$ cat src/rtl/sfx_scheduler_if.sv
// Shared bus of the PONG sound-effect scheduler: the sample-ROM read port
// plus the Audio_Controller write handshake.
interface sfx_scheduler_if;
  logic [1:0]  rom_sel;
  logic [15:0] rom_address;
  logic [15:0] rom_q;
  logic        audio_out_allowed;
  logic        write_audio_out;
  logic [31:0] left_channel_audio_out;
  logic [31:0] right_channel_audio_out;

  modport master (
    output rom_sel, rom_address, write_audio_out,
           left_channel_audio_out, right_channel_audio_out,
    input  rom_q, audio_out_allowed
  );

  modport slave (
    input  rom_sel, rom_address, write_audio_out,
           left_channel_audio_out, right_channel_audio_out,
    output rom_q, audio_out_allowed
  );
endinterface

$ cat src/rtl/sfx_scheduler.sv
// Fixed-priority sound-effect scheduler: one shared ROM port, one sample per
// codec tick. Define SFX_VOLUME_EN to add the 2-bit volume input.
module sfx_scheduler #(
  parameter int unsigned DIV       = 1134,  // tick period is DIV+1 clocks; DIV must be >= 3
  parameter int unsigned WALL_LEN  = 8192,
  parameter int unsigned BOINK_LEN = 15436,
  parameter int unsigned WIN_LEN   = 65405
) (
  input  logic                CLOCK_50,
  input  logic                KEY,
  input  logic                req_wall,
  input  logic                req_boink,
  input  logic                req_win,
`ifdef SFX_VOLUME_EN
  input  logic [1:0]          volume,
`endif
  sfx_scheduler_if.master     bus,
  output logic [1:0]          active_sfx,
  output logic                done,
  output logic [7:0]          underrun_cnt
);

  localparam int TW = (DIV < 2) ? 1 : $clog2(DIV + 1);

  typedef enum logic [1:0] {IDLE, FETCH, WAIT_ROM, PUSH} state_t;

  state_t         state, state_n;
  logic [TW-1:0]  tick_cnt;
  logic           tick;
  logic [15:0]    index;
  logic [31:0]    sample;
  logic [1:0]     req_pri;
  logic           accept;
  logic           capture;
  logic [16:0]    idx_next;
  logic           at_end;
  logic [4:0]     shamt;
  logic           push;

  function automatic logic [16:0] sfx_len(input logic [1:0] s);
    case (s)
      2'd1:    return 17'(WALL_LEN);
      2'd2:    return 17'(BOINK_LEN);
      2'd3:    return 17'(WIN_LEN);
      default: return 17'd0;
    endcase
  endfunction

  assign tick = (tick_cnt == TW'(DIV));

  // NOTE: sequential state uses non-blocking assignments so every register
  // samples the pre-edge value of every other register.
  always_ff @(posedge CLOCK_50 or negedge KEY) begin
    if (!KEY) tick_cnt <= '0;
    else      tick_cnt <= tick ? '0 : tick_cnt + TW'(1);
  end

  always_ff @(posedge CLOCK_50 or negedge KEY) begin
    if (!KEY) state <= IDLE;
    else      state <= state_n;
  end

  // NOTE: defaults first so no path through the case leaves a latch behind.
  always_comb begin
    state_n = state;
    push    = 1'b0;
    case (state)
      IDLE:     if (tick) state_n = FETCH;
      FETCH:    state_n = WAIT_ROM;
      WAIT_ROM: state_n = PUSH;
      PUSH: begin
        if (tick) begin
          state_n = FETCH;                    // sample dropped: underrun
        end else if (bus.audio_out_allowed) begin
          push    = 1'b1;
          state_n = IDLE;
        end
      end
      default:  state_n = IDLE;
    endcase
  end

  always_comb begin
    req_pri = 2'd0;
    if (req_win)        req_pri = 2'd3;
    else if (req_boink) req_pri = 2'd2;
    else if (req_wall)  req_pri = 2'd1;
  end

  assign accept   = (req_pri != 2'd0) && (req_pri >= active_sfx);
  assign capture  = (state == WAIT_ROM);
  // 17-bit compare so a 65536-sample sound ends without the index wrapping
  assign idx_next = {1'b0, index} + 17'd1;
  assign at_end   = capture && (active_sfx != 2'd0) && (idx_next == sfx_len(active_sfx));

`ifdef SFX_VOLUME_EN
  assign shamt = 5'd11 + {3'd0, volume};
`else
  assign shamt = 5'd14;
`endif

  always_ff @(posedge CLOCK_50 or negedge KEY) begin
    if (!KEY) begin
      active_sfx   <= 2'd0;
      index        <= 16'd0;
      done         <= 1'b0;
      sample       <= 32'd0;
      underrun_cnt <= 8'd0;
    end else begin
      done <= 1'b0;
      // a new request outranks both the index advance and the end-of-sound
      if (accept) begin
        active_sfx <= req_pri;
        index      <= 16'd0;
      end else if (at_end) begin
        active_sfx <= 2'd0;
        index      <= 16'd0;
        done       <= 1'b1;
      end else if (capture && active_sfx != 2'd0) begin
        index      <= idx_next[15:0];
      end

      if (capture)
        sample <= (active_sfx != 2'd0) ? (32'(bus.rom_q) << shamt) : 32'd0;

      if (state == PUSH && tick && underrun_cnt != 8'hFF)
        underrun_cnt <= underrun_cnt + 8'd1;
    end
  end

  assign bus.rom_sel                 = active_sfx;
  assign bus.rom_address             = index;
  assign bus.write_audio_out         = push;
  assign bus.left_channel_audio_out  = sample;
  assign bus.right_channel_audio_out = sample;

endmodule
$ cat src/flat_wrapper.sv
// flat-port wrapper written by rule: the top's interface ports become plain ports
module sfx_scheduler_flat 
#(
  parameter int unsigned DIV       = 1134,                                                  
  parameter int unsigned WALL_LEN  = 8192,
  parameter int unsigned BOINK_LEN = 15436,
  parameter int unsigned WIN_LEN   = 65405
)
  (CLOCK_50, KEY, req_wall, req_boink, req_win, active_sfx, done, underrun_cnt, bus_rom_sel, bus_rom_address, bus_write_audio_out, bus_left_channel_audio_out, bus_right_channel_audio_out, bus_rom_q, bus_audio_out_allowed);
  sfx_scheduler_if bus_i ();
  input  logic CLOCK_50;
  input  logic KEY;
  input  logic req_wall;
  input  logic req_boink;
  input  logic req_win;
  output logic [1:0] active_sfx;
  output logic done;
  output logic [7:0] underrun_cnt;
  output wire logic [$bits(bus_i.rom_sel)-1:0] bus_rom_sel;
  output wire logic [$bits(bus_i.rom_address)-1:0] bus_rom_address;
  output wire logic [$bits(bus_i.write_audio_out)-1:0] bus_write_audio_out;
  output wire logic [$bits(bus_i.left_channel_audio_out)-1:0] bus_left_channel_audio_out;
  output wire logic [$bits(bus_i.right_channel_audio_out)-1:0] bus_right_channel_audio_out;
  input wire logic [$bits(bus_i.rom_q)-1:0] bus_rom_q;
  input wire logic [$bits(bus_i.audio_out_allowed)-1:0] bus_audio_out_allowed;
  assign bus_rom_sel = bus_i.rom_sel;
  assign bus_rom_address = bus_i.rom_address;
  assign bus_write_audio_out = bus_i.write_audio_out;
  assign bus_left_channel_audio_out = bus_i.left_channel_audio_out;
  assign bus_right_channel_audio_out = bus_i.right_channel_audio_out;
  assign bus_i.rom_q = bus_rom_q;
  assign bus_i.audio_out_allowed = bus_audio_out_allowed;
  sfx_scheduler #(.DIV(DIV), .WALL_LEN(WALL_LEN), .BOINK_LEN(BOINK_LEN), .WIN_LEN(WIN_LEN)) u_core (.CLOCK_50(CLOCK_50), .KEY(KEY), .req_wall(req_wall), .req_boink(req_boink), .req_win(req_win), .bus(bus_i), .active_sfx(active_sfx), .done(done), .underrun_cnt(underrun_cnt));
endmodule
$ cat config.mk
export PLATFORM = sky130hd
export DESIGN_NAME = sfx_scheduler_flat
export DESIGN_NICKNAME = d
export VERILOG_FILES = /design/src/rtl/sfx_scheduler_if.sv /design/src/rtl/sfx_scheduler.sv /design/src/flat_wrapper.sv
export SDC_FILE = /design/constraint.sdc
export NUM_CORES = 1
export LEC_CHECK = 0
export BUFFER_PORTS_ARGS = -buffer_cell sky130_fd_sc_hd__buf_4
export CAP_MARGIN = 20
export CELL_PAD_IN_SITES_DETAIL_PLACEMENT = 0
export CELL_PAD_IN_SITES_GLOBAL_PLACEMENT = 1
export CORE_MARGIN = 10
export CORE_UTILIZATION = 30
export CTS_CLUSTER_DIAMETER = 50
export DETAILED_ROUTE_END_ITERATION = 7
export PLACE_DENSITY_LB_ADDON = 0.15
export SLEW_MARGIN = 20
export SYNTH_ARGS = -nofsm -noshare
export SYNTH_HDL_FRONTEND = slang
export SYNTH_SLANG_ARGS = --single-unit
$ cat constraint.sdc
create_clock -name CLOCK_50 -period 6.4 [get_ports CLOCK_50]
set_clock_uncertainty 0.2 [all_clocks]
set_input_delay 0.64 -clock CLOCK_50 [delete_from_list [all_inputs] [get_ports CLOCK_50]]
set_output_delay 0.64 -clock CLOCK_50 [all_outputs]
set_load 0.05 [all_outputs]
==> impl_results.md, run 1 <==
* Run status: complete, no violations
* Global route total overflow at 0
* Period minus WS final at between 3000 and 4000 ps
* Placed wire-length estimate at around 8000 µm
* Peak supply drop at between 200 and 250 µV
* Site row count at 41
* Setup slack after placement at 2847 ps
* Clock tree from TritonCTS: built
* Slowest cell on the critical path: sky130_fd_sc_hd__dfrtp_1
* Max-capacitance violation count at 0
* Number of antenna violations at the first check in global routing at 0
* Total vias in the final route at 3,286
* Number of flops mapped to enable cells by yosys at 0
* Overall track demand over capacity in global routing at 12.33%
* Maximum number of pins on one net before global-route repair at 57
* Fill cell instance count of the final layout at 1,356
* Via-per-instance ratio at 4.890
* Worst Max-Slew Pin Slew at 746.2 ps
* Total number of clock tree sinks at 56
* Floorplan die area at 0.01758 mm²
* Syn Area/Cell at 8.487 µm²
* # port buffers at 83
* Buffer count from post-CTS setup fixing at 0
* Worst min-delay path category: input pin to async pin
* Clock root buffer master: sky130_fd_sc_hd__clkbuf_16
* Crit-path max FO at 17
* Post-synthesis instance area at 0.003802 mm²
* Die boundary width at ~130 µm
* Library cells used by synthesis at ~60
* Count of H-tree levels built during CTS at 2
* Count of cells resized by post-cts repair at 0
* RSZ-0062 raised after global routing: false
* Crit Path Class: flip-flop to flip-flop
* Number of nets in the layout at roughly 530
* Startpoint Class: flip-flop
* Area added between synthesis and finish at 17.77%
* Sequential share of the synthesized area at a little under two fifths
* Hold bufs inserted after CTS at 0
* Remaining design rule violation count at 0
* Fin cells at 672
* Number of storage elements in the synthesis netlist at 56
* Main synth FF type: sky130_fd_sc_hd__dfrtp_1
* Number of hold violations in the final report at 0
* Mapped Cells at 448
* Cell taking the most area after synthesis: sky130_fd_sc_hd__dfrtp_1
* Leading cell types by total area after synthesis: sky130_fd_sc_hd__dfrtp_1, sky130_fd_sc_hd__buf_4, sky130_fd_sc_hd__nand2_1
* Initial Util at 30.38%
* Summed negative setup slack over all endpoints at 0 ps
* Worst reg2reg path startpoint: u_core.bus.rom_address[0]$_DFFE_PN0P_
* Final worst-path cycle share at 56.78%
* Arrival time at the worst endpoint at 3600 ps
* Total wire length at 11,010 µm
* # IOs at 116
* Clock latency of the later-clocked register in the worst-skew pair at 300 ps
* Dpl cells at about 660
* Number of buffers added by the clock tree synthesis step at 5
* Fraction of synthesis flops using an asynchronous set or reset pin at 100.0%
* Highest Clock Rate at 275.2 MHz
* Register clock-pin slew on the reported worst setup and hold paths at 70 ps
* Crit Reg-Reg Endpoint: u_core.bus.rom_address[0]$_DFFE_PN0P_
* Headroom to the max-slew limit at 50.25%
* Cell chain of the critical path: ha_1 -> nand2_1 -> nor4_1 -> xor2_1 -> or4_1 -> and3_4 -> o21ai_0 -> o21ai_0
* PwrDens at 407.3 mW/mm²
* Reg2Reg Depth at 8
* Number of global-route vias before repair at ~3,400
* Category of the worst setup path capture point: flip-flop
* Drt wl/cell at 16.38 µm
* Most Frequent Cell on Critical Path: sky130_fd_sc_hd__o21ai_0
* CP Data Required Time at 6370 ps
* Pins over their slew limit at 0
* Setup violations, final at 0
* Yosys warns at 0
* First-pass iteration count of the detailed router at 6
* Global placement routability congestion at 0.8532
* Top cell type's share of synthesized area at 36.85%
* Maximum clock path buffer count at 2
* Share of layout cells above drive strength 1 at 21.20%
* Vertical die dimension at approximately 130 µm
* Flop-to-flop setup slack at 2770 ps
* ANT nets after route at 0
* Peak per-stage delay on the critical path at 620 ps
* Leakage component of the power at 2.076 nW
* Placeable core area at 0.01252 mm²
* Antenna diode count at 0
* Wire length of the first global-routing pass at about 18,000 µm
* Minimum setup slack in the final design at around 2800 ps
* Iteration-0 DRC count of the detailed router at 235
## worst max-delay path by stage
stage	from	to	slack (ps)	cells after the start
after floorplan	u_core.bus.rom_address[0]$_DFFE_PN0P_	u_core.bus.rom_address[11]$_DFFE_PN0P_	3240	9
after global placement	u_core.bus.rom_address[0]$_DFFE_PN0P_	u_core.bus.rom_address[0]$_DFFE_PN0P_	2940	8
after detailed placement	u_core.bus.rom_address[0]$_DFFE_PN0P_	u_core.bus.rom_address[0]$_DFFE_PN0P_	2850	8
after CTS	u_core.bus.rom_address[0]$_DFFE_PN0P_	u_core.bus.rom_address[0]$_DFFE_PN0P_	2840	8
after global routing	u_core.bus.rom_address[0]$_DFFE_PN0P_	u_core.bus.rom_address[0]$_DFFE_PN0P_	2360	8
final	u_core.bus.rom_address[0]$_DFFE_PN0P_	u_core.bus.rom_address[0]$_DFFE_PN0P_	2770	8
## sequential cells by signal, summed over array words and instances, names as in the netlist
signal                             count
u_core.active_sfx                      2
u_core.bus.left_channel_audio_out     16
u_core.bus.rom_address                16
u_core.done                            1
u_core.state                           2
u_core.tick_cnt                       11
u_core.underrun_cnt                    8
## critical path, delay by kind of cell, from the launching register on
| family | cells | cell delay [ps] |
|---|---|---|
| and+or+nand+nor | 4 | 1610 |
| DFF | 1 | 620 |
| adders and majority gates | 1 | 470 |
| AOI/OAI and AO/OA | 2 | 410 |
| xor gates and xnor gates | 1 | 180 |
## layout by cell type (no fill, tap or decap), types with 2 or more instances in the layout
master                      netlist  final
sky130_fd_sc_hd__dfrtp_1         56     56
sky130_fd_sc_hd__buf_4           51     87
sky130_fd_sc_hd__nor4_2           1      2
sky130_fd_sc_hd__nand2_1         49     49
sky130_fd_sc_hd__ha_1            10     10
sky130_fd_sc_hd__clkbuf_16        0      5
sky130_fd_sc_hd__nor2b_1          3      3
sky130_fd_sc_hd__and4_1           5      5
sky130_fd_sc_hd__nand3_1         21     21
sky130_fd_sc_hd__nand2b_1         3      3
sky130_fd_sc_hd__a211o_1          2      2
sky130_fd_sc_hd__o211ai_1         3      3
sky130_fd_sc_hd__conb_1           1     32
sky130_fd_sc_hd__mux2i_1          2      2
sky130_fd_sc_hd__nor3_1           8      8
sky130_fd_sc_hd__a32o_1           2      2
sky130_fd_sc_hd__xnor2_1         10     10
sky130_fd_sc_hd__o22ai_1          5      5
sky130_fd_sc_hd__xor2_1          11     11
sky130_fd_sc_hd__a21oi_1         14     14
sky130_fd_sc_hd__o211a_1          3      3
sky130_fd_sc_hd__nor4_1           6      5
sky130_fd_sc_hd__nand4_2          2      2
sky130_fd_sc_hd__mux2_2           2      2
sky130_fd_sc_hd__a31oi_1          7      7
sky130_fd_sc_hd__inv_1           27     27
sky130_fd_sc_hd__nor2_1          31     31
sky130_fd_sc_hd__and3b_1          2      2
sky130_fd_sc_hd__and2_1           3      3
sky130_fd_sc_hd__o21ai_0         28     27
sky130_fd_sc_hd__nand4_1         12     12
sky130_fd_sc_hd__a21boi_0         2      2
sky130_fd_sc_hd__and3_1           9      9
sky130_fd_sc_hd__or3_1            6      6
sky130_fd_sc_hd__or4_1            3      3
sky130_fd_sc_hd__or2_2            2      2
## cells in the mapped netlist (2+ instances only)
| cell type | n |
|---|---|
| sky130_fd_sc_hd__a211o_1 | 2 |
| sky130_fd_sc_hd__or4_1 | 3 |
| sky130_fd_sc_hd__nor3_1 | 8 |
| sky130_fd_sc_hd__and3_1 | 9 |
| sky130_fd_sc_hd__nor2_1 | 31 |
| sky130_fd_sc_hd__nor4_1 | 6 |
| sky130_fd_sc_hd__nor2b_1 | 3 |
| sky130_fd_sc_hd__mux2_2 | 2 |
| sky130_fd_sc_hd__nand2_1 | 49 |
| sky130_fd_sc_hd__and3b_1 | 2 |
| sky130_fd_sc_hd__o211ai_1 | 3 |
| sky130_fd_sc_hd__or3_1 | 6 |
| sky130_fd_sc_hd__a21boi_0 | 2 |
| sky130_fd_sc_hd__dfrtp_1 | 56 |
| sky130_fd_sc_hd__and4_1 | 5 |
| sky130_fd_sc_hd__nand3_1 | 21 |
| sky130_fd_sc_hd__a31oi_1 | 7 |
| sky130_fd_sc_hd__xnor2_1 | 10 |
| sky130_fd_sc_hd__o21ai_0 | 28 |
| sky130_fd_sc_hd__nand2b_1 | 3 |
| sky130_fd_sc_hd__clkbuf_1 | 19 |
| sky130_fd_sc_hd__mux2i_1 | 2 |
| sky130_fd_sc_hd__buf_6 | 2 |
| sky130_fd_sc_hd__nand4_2 | 2 |
| sky130_fd_sc_hd__o211a_1 | 3 |
| sky130_fd_sc_hd__and2_1 | 3 |
| sky130_fd_sc_hd__xor2_1 | 11 |
| sky130_fd_sc_hd__a32o_1 | 2 |
| sky130_fd_sc_hd__or2_2 | 2 |
| sky130_fd_sc_hd__buf_2 | 2 |
| sky130_fd_sc_hd__nand4_1 | 12 |
| sky130_fd_sc_hd__buf_4 | 51 |
| sky130_fd_sc_hd__o22ai_1 | 5 |
| sky130_fd_sc_hd__inv_1 | 27 |
| sky130_fd_sc_hd__a21oi_1 | 14 |
| sky130_fd_sc_hd__ha_1 | 10 |
## metal layers
layer | GRT usage, % | share of wire (%) | up-vias | routed length (µm)
met5 | 0 | 0 | - | 0
met4 | 5.073 | 1.8 | 0 | 201
met1 | 15.28 | 44 | 1551 | 4884
li1 | - | - | 1589 | -
met3 | 3.255 | 6.7 | 17 | 739
met2 | 19.83 | 47 | 129 | 5183
## where the power goes
part	switching (mW)	leakage (nW)	internal, mW	total (mW)
Sequential	0.0853	0.734	0.417	0.503
Combinational	0.722	1.26	0.273	0.995
Clock	0.139	0.0815	0.187	0.326
## metrics by stage
stage	total power [mW]	cell area, µm²	utilization (%)	hold slack, ps
CTS	1.846	4478	35.78	242.4
detailed placement	1.515	4310	34.44	292.4
global placement	1.509	4310	34.44	294.5
global route	1.934	4478	35.78	269.3
finish	1.824	4478	35.78	192.3
floorplan	1.286	3919	-	144.4
## layout make-up
cell class                 count  area [µm²]  area share (%)
clock buffer                   6       128.9           2.878
clock inverter                 2       38.79          0.8662
inverter                      27       101.3           2.263
multi-input combinational    322        1939           43.31
sequential                    56        1401           31.29
tap                          172       215.2           4.806
timing repair buffer          87       653.1           14.59
## cell families (layout without fill, tap and decap cells)
| family | Yosys count | after routing | synth area share [%] |
|---|---|---|---|
| other cells | 1 | 32 | 0.09862 |
| flops | 56 | 56 | 36.85 |
| simple gates | 172 | 172 | 23.69 |
| compound gates | 83 | 83 | 14.64 |
| mux | 4 | 4 | 1.119 |
| fa+ha+maj | 10 | 10 | 3.291 |
| buf+inv | 101 | 122 | 15.47 |
| xor+xnor | 21 | 21 | 4.837 |
Note: power is estimated with default switching activity, not from simulation.
==> inputs of run 2 (changes only) <==
--- a/config.mk
+++ b/config.mk
@@ -5,6 +5,7 @@
 export SDC_FILE = /design/constraint.sdc
 export NUM_CORES = 1
 export LEC_CHECK = 0
+export ABC_AREA = 1
 export BUFFER_PORTS_ARGS = -buffer_cell sky130_fd_sc_hd__buf_4
 export CAP_MARGIN = 20
 export CELL_PAD_IN_SITES_DETAIL_PLACEMENT = 0
==> constraint.sdc (replaced) <==
create_clock -name CLOCK_50 -period 3.4 [get_ports CLOCK_50]
set_clock_uncertainty 0.2 [all_clocks]
set_input_delay 0.34 -clock CLOCK_50 [delete_from_list [all_inputs] [get_ports CLOCK_50]]
set_output_delay 0.34 -clock CLOCK_50 [all_outputs]
set_load 0.05 [all_outputs]
==> run 2 against run 1 <==
  * First-iteration DRC count down 40%
  * Non-clock buffer count up 1
  * Cell count up 3.6%
  * Synthesized cell count up 6.9%
  * Routed wire length down 8.4%
  * Largest power group unchanged
==> impl_results.md, run 2 <==
* Run status: complete, no violations
* Sequential share of the synthesized area at 38.65%
* Maximum number of pins on one net before global-route repair at 57
* Initial Util at 30.44%
* Area added between synthesis and finish at 19.88%
* Startpoint Class: flip-flop
* Count of H-tree levels built during CTS at 2
* Reg2Reg Depth at 10
* Summed negative setup slack over all endpoints at 0 ps
* Highest Clock Rate at roughly 400 MHz
* CP Data Required Time at 3390 ps
* Crit-path max FO at 27
* Max-capacitance violation count at 0
* Clock root buffer master: sky130_fd_sc_hd__clkbuf_16
* Die boundary width at 129.9 µm
* Clock latency of the later-clocked register in the worst-skew pair at 290 ps
* Buffer count from post-CTS setup fixing at 0
* Fraction of synthesis flops using an asynchronous set or reset pin at 100.0%
* Leading cell types by total area after synthesis: sky130_fd_sc_hd__dfrtp_1, sky130_fd_sc_hd__nand2_1, sky130_fd_sc_hd__buf_4
* Worst Max-Slew Pin Slew at approximately 740 ps
* Top cell type's share of synthesized area at roughly 39%
* Overall track demand over capacity in global routing at 11.64%
* Crit Path Class: flip-flop to flip-flop
* Drt wl/cell at around 14 µm
* Top library cells by usage in the layout, fill and taps aside: sky130_fd_sc_hd__nand2_1, sky130_fd_sc_hd__buf_4, sky130_fd_sc_hd__dfrtp_1
* Number of antenna violations at the first check in global routing at 0
* Core occupancy in the finished layout at 36.49%
* Ranking of synthesized cells by instance count: sky130_fd_sc_hd__nand2_1, sky130_fd_sc_hd__dfrtp_1, sky130_fd_sc_hd__nor2_1, sky130_fd_sc_hd__buf_4, sky130_fd_sc_hd__inv_1
* Pins over their slew limit at 0
* Clock tree from TritonCTS: built
* Library cells used by synthesis at 34
* Total vias in the final route at 3,123
* # IOs at 116
* Iteration-0 DRC count of the detailed router at 142
* Flop-to-flop setup slack at 910 ps
* Dpl cells at 687
* Category of the worst setup path capture point: flip-flop
* Total number of clock tree sinks at 56
* Yosys warns at 0
* Final worst-path cycle share at 73.28%
* Number of nets in the layout at 580
* Floorplan die area at 0.01688 mm²
* First-pass iteration count of the detailed router at 4
* Number of hold violations in the final report at 0
* Worst min-delay path category: input pin to flip-flop
* # port buffers at between 80 and 90
* Hold Path Depth at 2
* Antenna diode count at 0
* Crit Reg-Reg Endpoint: u_core.bus.rom_address[14]$_DFFE_PN0P_
* Site row count at 40
* Number of storage elements in the synthesis netlist at 56
* Global route total overflow at 0
* Cell taking the most area after synthesis: sky130_fd_sc_hd__dfrtp_1
* Remaining design rule violation count at 0
* Post-synthesis instance area at 0.003626 mm²
* Number of global-route vias before repair at 3,084
* HP Start: bus_rom_q[12]
* Setup violations, final at 0
* Share of layout cells above drive strength 1 at 21.13%
* Register clock-pin slew on the reported worst setup and hold paths at 80 ps
* Vertical die dimension at 129.9 µm
* Mapped Cells at roughly 480
* Placed wire-length estimate at 7764 µm
* Cell with the most instances after synthesis: sky130_fd_sc_hd__nand2_1
* Area after DPL at 0.004169 mm²
* Wire length of the first global-routing pass at 16,060 µm
* Design area at 0.004347 mm²
* Global placement routability congestion at slightly below 0.8
* Fill cell instance count of the final layout at 1,301
* Arrival time at the worst endpoint at around 2500 ps
* RSZ-0062 raised after global routing: false
* Worst reg2reg path startpoint: u_core.active_sfx[1]$_DFFE_PN0P_
* Leakage component of the power at 2.248 nW
* Fin cells at 696
* Number of flops mapped to enable cells by yosys at 0
* PwrDens at 758.8 mW/mm²
* Maximum clock path buffer count at 2
* Syn Area/Cell at 7.570 µm²
* Total wire length at 10,080 µm
* Period minus WS final at 2492 ps
* Most common cell after layout, fill and taps aside: sky130_fd_sc_hd__nand2_1
* Via-per-instance ratio at around 4.5
* Placeable core area at 0.01191 mm²
* Headroom to the max-slew limit at 50.42%
* Peak supply drop at 469.6 µV
* ANT nets after route at 0
* Number of buffers added by the clock tree synthesis step at 5
* Final Hold Slack at 58.36 ps
* Worst Hold Path EP: u_core.bus.left_channel_audio_out[26]$_DFFE_PN0P_
* Main synth FF type: sky130_fd_sc_hd__dfrtp_1
-- run 2: changes by cell type after synthesis, moves of 6 or more --
cell / delta
sky130_fd_sc_hd__a21oi_1: -8
sky130_fd_sc_hd__a22o_1: +16
sky130_fd_sc_hd__a31oi_1: -7
sky130_fd_sc_hd__and3_1: -9
sky130_fd_sc_hd__clkbuf_1: -17
sky130_fd_sc_hd__inv_1: +18
sky130_fd_sc_hd__nand2_1: +87
sky130_fd_sc_hd__nand3_1: +20
sky130_fd_sc_hd__nor2_1: +20
sky130_fd_sc_hd__o21ai_0: -21
sky130_fd_sc_hd__or3_1: -6
sky130_fd_sc_hd__xnor2_1: -6
sky130_fd_sc_hd__xor2_1: -6
-- run 2: cell type report --
cell class                      instances  area [µm²]  area share, %
Timing Repair Buffer                   88       663.1          15.26
Clock buffer                            5       125.1          2.879
Clock inverter                          3       42.54         0.9787
Multi-Input combinational cell        351        1758          40.44
Inverter                               46       172.7          3.972
Tap cell                              147       183.9          4.231
Sequential cell                        56        1401          32.24
-- run 2: how the worst max path moves through the flow --
stage / endpoint / from / slack (ps)
CTS: u_core.bus.rom_address[13]$_DFFE_PN0P_ / u_core.active_sfx[1]$_DFFE_PN0P_ / 840
global placement: u_core.bus.rom_address[14]$_DFFE_PN0P_ / req_boink / 880
finish: u_core.bus.rom_address[14]$_DFFE_PN0P_ / u_core.active_sfx[1]$_DFFE_PN0P_ / 910
global route: u_core.bus.rom_address[8]$_DFFE_PN0P_ / u_core.active_sfx[1]$_DFFE_PN0P_ / 660
detailed placement: u_core.bus.rom_address[13]$_DFFE_PN0P_ / req_boink / 850
floorplan: u_core.active_sfx[1]$_DFFE_PN0P_ / u_core.bus.rom_address[0]$_DFFE_PN0P_ / 870
-- run 2: where the power goes --
group	internal, mW	switching, mW	leakage (nW)
registers	0.785	0.127	0.736
logic	0.497	1.30	1.43
clock network	0.347	0.243	0.0798
-- run 2: routing by layer --
layer / GRT usage (%) / routed length (µm) / part of all wire (%) / vias up
met5: 0 / 0 / 0 / -
met4: 2.646 / 100 / 0.99 / 0
met3: 2.921 / 578 / 5.7 / 9
met2: 19.26 / 4881 / 48 / 70
met1: 14.93 / 4523 / 45 / 1460
li1: - / - / - / 1584
-- run 2: cells by family (layout without fill, tap and decap cells) --
group	after synthesis	in the layout	share of synthesized area, %
other cells	1	32	0.1034
flops	56	56	38.65
xor+xnor	9	9	2.174
compound gates	34	34	6.625
fa+ha+maj	10	10	3.451
mux	2	2	0.6211
simple gates	264	264	32.23
buf+inv	103	142	16.15
-- run 2: timing repair --
item / CTS / global route
hold buffers: 1 / 0
hold endpoints to repair: 56 / 0
resized for setup: 0 / 0
-- run 2: worst max-delay path, stage by stage, from the launching register on --
cell and delay (ps):
sky130_fd_sc_hd__dfrtp_1 550, sky130_fd_sc_hd__inv_1 160, sky130_fd_sc_hd__ha_1 310, sky130_fd_sc_hd__o21ai_0 70, sky130_fd_sc_hd__nand2_1 120, sky130_fd_sc_hd__o21ai_2 90
sky130_fd_sc_hd__inv_1 120, sky130_fd_sc_hd__nor2_4 510, sky130_fd_sc_hd__a21oi_1 80, sky130_fd_sc_hd__nand3_1 120, sky130_fd_sc_hd__nand2_1 50
-- run 2: stage by stage --
step	worst slack, ps	total power, mW
2_1_floorplan	872.4	2.335
3_3_place_gp	876.0	2.743
3_5_place_dp	854.5	2.751
4_1_cts	841.0	3.359
5_1_grt	658.2	3.478
6_report	908.3	3.298
==> inputs of run 3 (changes only) <==
==> constraint.sdc (replaced) <==
create_clock -name CLOCK_50 -period 2.4 [get_ports CLOCK_50]
set_clock_uncertainty 0.2 [all_clocks]
set_input_delay 0.24 -clock CLOCK_50 [delete_from_list [all_inputs] [get_ports CLOCK_50]]
set_output_delay 0.24 -clock CLOCK_50 [all_outputs]
set_load 0.05 [all_outputs]
==> run 3 against run 2 <==
  * Fmax increased by 8.7%
  * Core utilization increased by 2.9 points
  * Clock-buffer cell count stayed put
  * Critical path depth increased by 3
  * Via count grew 3.0%
  * Largest cell class unchanged
  * First-iteration DRC count is 95% higher
  * Combinational power is 49% higher
  * Register-to-register slack got worse by 800 ps
==> impl_results.md, run 3 (synthesis results as in run 2) <==
* Leakage component of the power at 2.411 nW
* Maximum number of pins on one net before global-route repair at 57
* Number of hold violations in the final report at 0
* Most common cell after layout, fill and taps aside: sky130_fd_sc_hd__nand2_1
* PwrDens at roughly 1000 mW/mm²
* Global placement routability congestion at 0.7865
* Via-per-instance ratio at between 4 and 5
* Total wire length at about 10,000 µm
* Final Hold Slack at 59.91 ps
* CP Buf/Inv Count at 1
* Number of buffers added by the clock tree synthesis step at 5
* Number of antenna violations at the first check in global routing at 0
* Area after DPL at around 0.0042 mm²
* Design area at 0.004688 mm²
* Total number of clock tree sinks at 56
* Overall track demand over capacity in global routing at approximately an eighth
* Arrival time at the worst endpoint at 2280 ps
* Die boundary width at 129.9 µm
* Worst min-delay path category: input pin to flip-flop
* Antenna diode count at 0
* Startpoint Class: flip-flop
* Crit Path Class: flip-flop to flip-flop
* Site row count at 40
* Floorplan die area at about 0.017 mm²
* Crit-path max FO at 8
* Max-capacitance violation count at 0
* Period minus WS final at 2292 ps
* Share of layout cells above drive strength 1 at 25.43%
* Setup violations, final at 0
* Number of global-route vias before repair at 3,335
* Top library cells by usage in the layout, fill and taps aside: sky130_fd_sc_hd__nand2_1, sky130_fd_sc_hd__buf_4, sky130_fd_sc_hd__nor2_1, sky130_fd_sc_hd__dfrtp_1, sky130_fd_sc_hd__inv_1
* Drt wl/cell at about 14 µm
* Highest Clock Rate at 436.4 MHz
* Total vias in the final route at 3,217
* Maximum clock path buffer count at 2
* Slowest cell on the critical path: sky130_fd_sc_hd__dfrtp_2
* Worst Max-Slew Pin Slew at 731.1 ps
* Count of H-tree levels built during CTS at 2
* Switching Power at 2.434 mW
* Category of the worst setup path capture point: flip-flop
* Clock tree from TritonCTS: built
* Combinational share of power at 56.6%
* Part of the total power dissipated in sequential elements at 27.0%
* Placed wire-length estimate at 7692 µm
* Register clock-pin slew on the reported worst setup and hold paths at 80 ps
* Headroom to the max-slew limit at 51.26%
* # IOs at ~120
* Clock latency of the later-clocked register in the worst-skew pair at a little under 300 ps
* Clk pwr share at approximately 16%
* Met1 wire length at between 4000 and 5000 µm
* Post-route total power at 4.739 mW
* Global route total overflow at 0
* Pins over their slew limit at 0
* Cell chain of the critical path: ha_4 -> nand2_2 -> nor2_4 -> buf_4 -> nand4_1 -> nand2_2 -> nor2_1 -> nor2_1 -> nand2_1 -> nor2_4 -> nand2_4 -> nand3_1 -> nand2_1
* Internal Dissipation at 2.305 mW
* Switching power as a share of total power at 51.36%
* First-pass iteration count of the detailed router at 5
* Kind of cell adding the most delay to the critical path: simple AND/OR/NAND/NOR gates
* # port buffers at 83
* Final worst-path cycle share at a little over nine tenths
* Vertical die dimension at roughly 130 µm
* Iteration-0 DRC count of the detailed router at approximately 280
* Clock root buffer master: sky130_fd_sc_hd__clkbuf_16
* Placeable core area at 0.01191 mm²
* CP Data Required Time at 2380 ps
* Wire length of the first global-routing pass at 16,680 µm
* Peak per-stage delay on the critical path at 440 ps
* Initial Util at 30.44%
* Number of nets in the layout at 613
* Total length of routed met3 wires at a little under 600 µm
* Max Used Layer: met4
* Met2 wirelength from detailed routing at between 5000 and 6000 µm
* Area added between synthesis and finish at 29.30%
* Run status: complete, no violations
* Remaining design rule violation count at 0
* Peak supply drop at 609.9 µV
* ANT nets after route at 0
-- run 3: cell count changes in the layout (fill, tap and decap cells not counted), sizes merged --
cell and delta:
buf +15, bufinv -1, clkinv -1, nand2 +2
dlygate4sd3 +16, inv +2
-- run 3: final cells by class --
| type | instances | area, µm² |
|---|---|---|
| Clock buffer | 5 | 125.1 |
| Clock inverter | 3 | 25.02 |
| Fill cell | 1250 | 7223 |
| Inverter | 46 | 172.7 |
| Multi-Input combinational cell | 353 | 1818 |
| Sequential cell | 56 | 1411 |
| Tap cell | 147 | 183.9 |
| Timing Repair Buffer | 119 | 952.2 |
-- run 3: path summary, 6_finish.rpt --
check                                                            from                                                 to  slack, ps  depth (start not counted)
worst max-delay path            u_core.bus.rom_address[0]$_DFFE_PN0P_             u_core.bus.rom_address[12]$_DFFE_PN0P_        110                         13
worst min-delay path                                          req_win                   u_core.active_sfx[1]$_DFFE_PN0P_         60                          4
worst max register to register  u_core.bus.rom_address[0]$_DFFE_PN0P_             u_core.bus.rom_address[12]$_DFFE_PN0P_        110                         13
worst min register to register           u_core.tick_cnt[0]$_DFF_PN0_                       u_core.tick_cnt[0]$_DFF_PN0_        320                          1
max in group asynchronous                                         KEY              u_core.bus.rom_address[4]$_DFFE_PN0P_       1130                          2
min in group asynchronous                                         KEY  u_core.bus.left_channel_audio_out[19]$_DFFE_PN0P_        330                          2
-- run 3: tightest hold or removal path, cell delays in order --
cell and delay, ps:
sky130_fd_sc_hd__buf_4 80, sky130_fd_sc_hd__or2_2 100, sky130_fd_sc_hd__nand2_1 50, sky130_fd_sc_hd__nand2_1 50
-- run 3: through the flow --
stage                     util, %  cells  worst slack, ps  setup TNS (ps)
after floorplan                 -    510            40.84               0
after global placement      35.51    693            149.2               0
after detailed placement    35.51    693            102.7               0
after CTS                   38.20    718            89.13               0
after global routing        39.36    729           -46.27          -530.1
final                       39.36    729            108.3               0
-- run 3: layer usage --
| layer | track usage (%) | vias to the layer above |
|---|---|---|
| li1 | - | 1663 |
| met4 | 2.381 | 0 |
| met1 | 14.88 | 1476 |
| met5 | 0 | - |
| met3 | 3.327 | 6 |
| met2 | 20.94 | 72 |
-- run 3: power groups by stage --
| stage | logic (mW) | clock network [mW] | registers (mW) |
|---|---|---|---|
| after global routing | 2.87 | 0.843 | 1.31 |
| final | 2.68 | 0.773 | 1.28 |
| after CTS | 2.68 | 0.805 | 1.28 |
| after global placement | 2.65 | 0 | 1.29 |
| after floorplan | 1.54 | 0 | 1.77 |
| after detailed placement | 2.66 | 0 | 1.29 |
-- run 3: what timing repair did --
item	in CTS	in global routing
endpoints found under the setup margin	0	17
hold endpoints to repair	72	0
buffers inserted	0	9
hold buffers	17	0
gates resized for setup	0	20
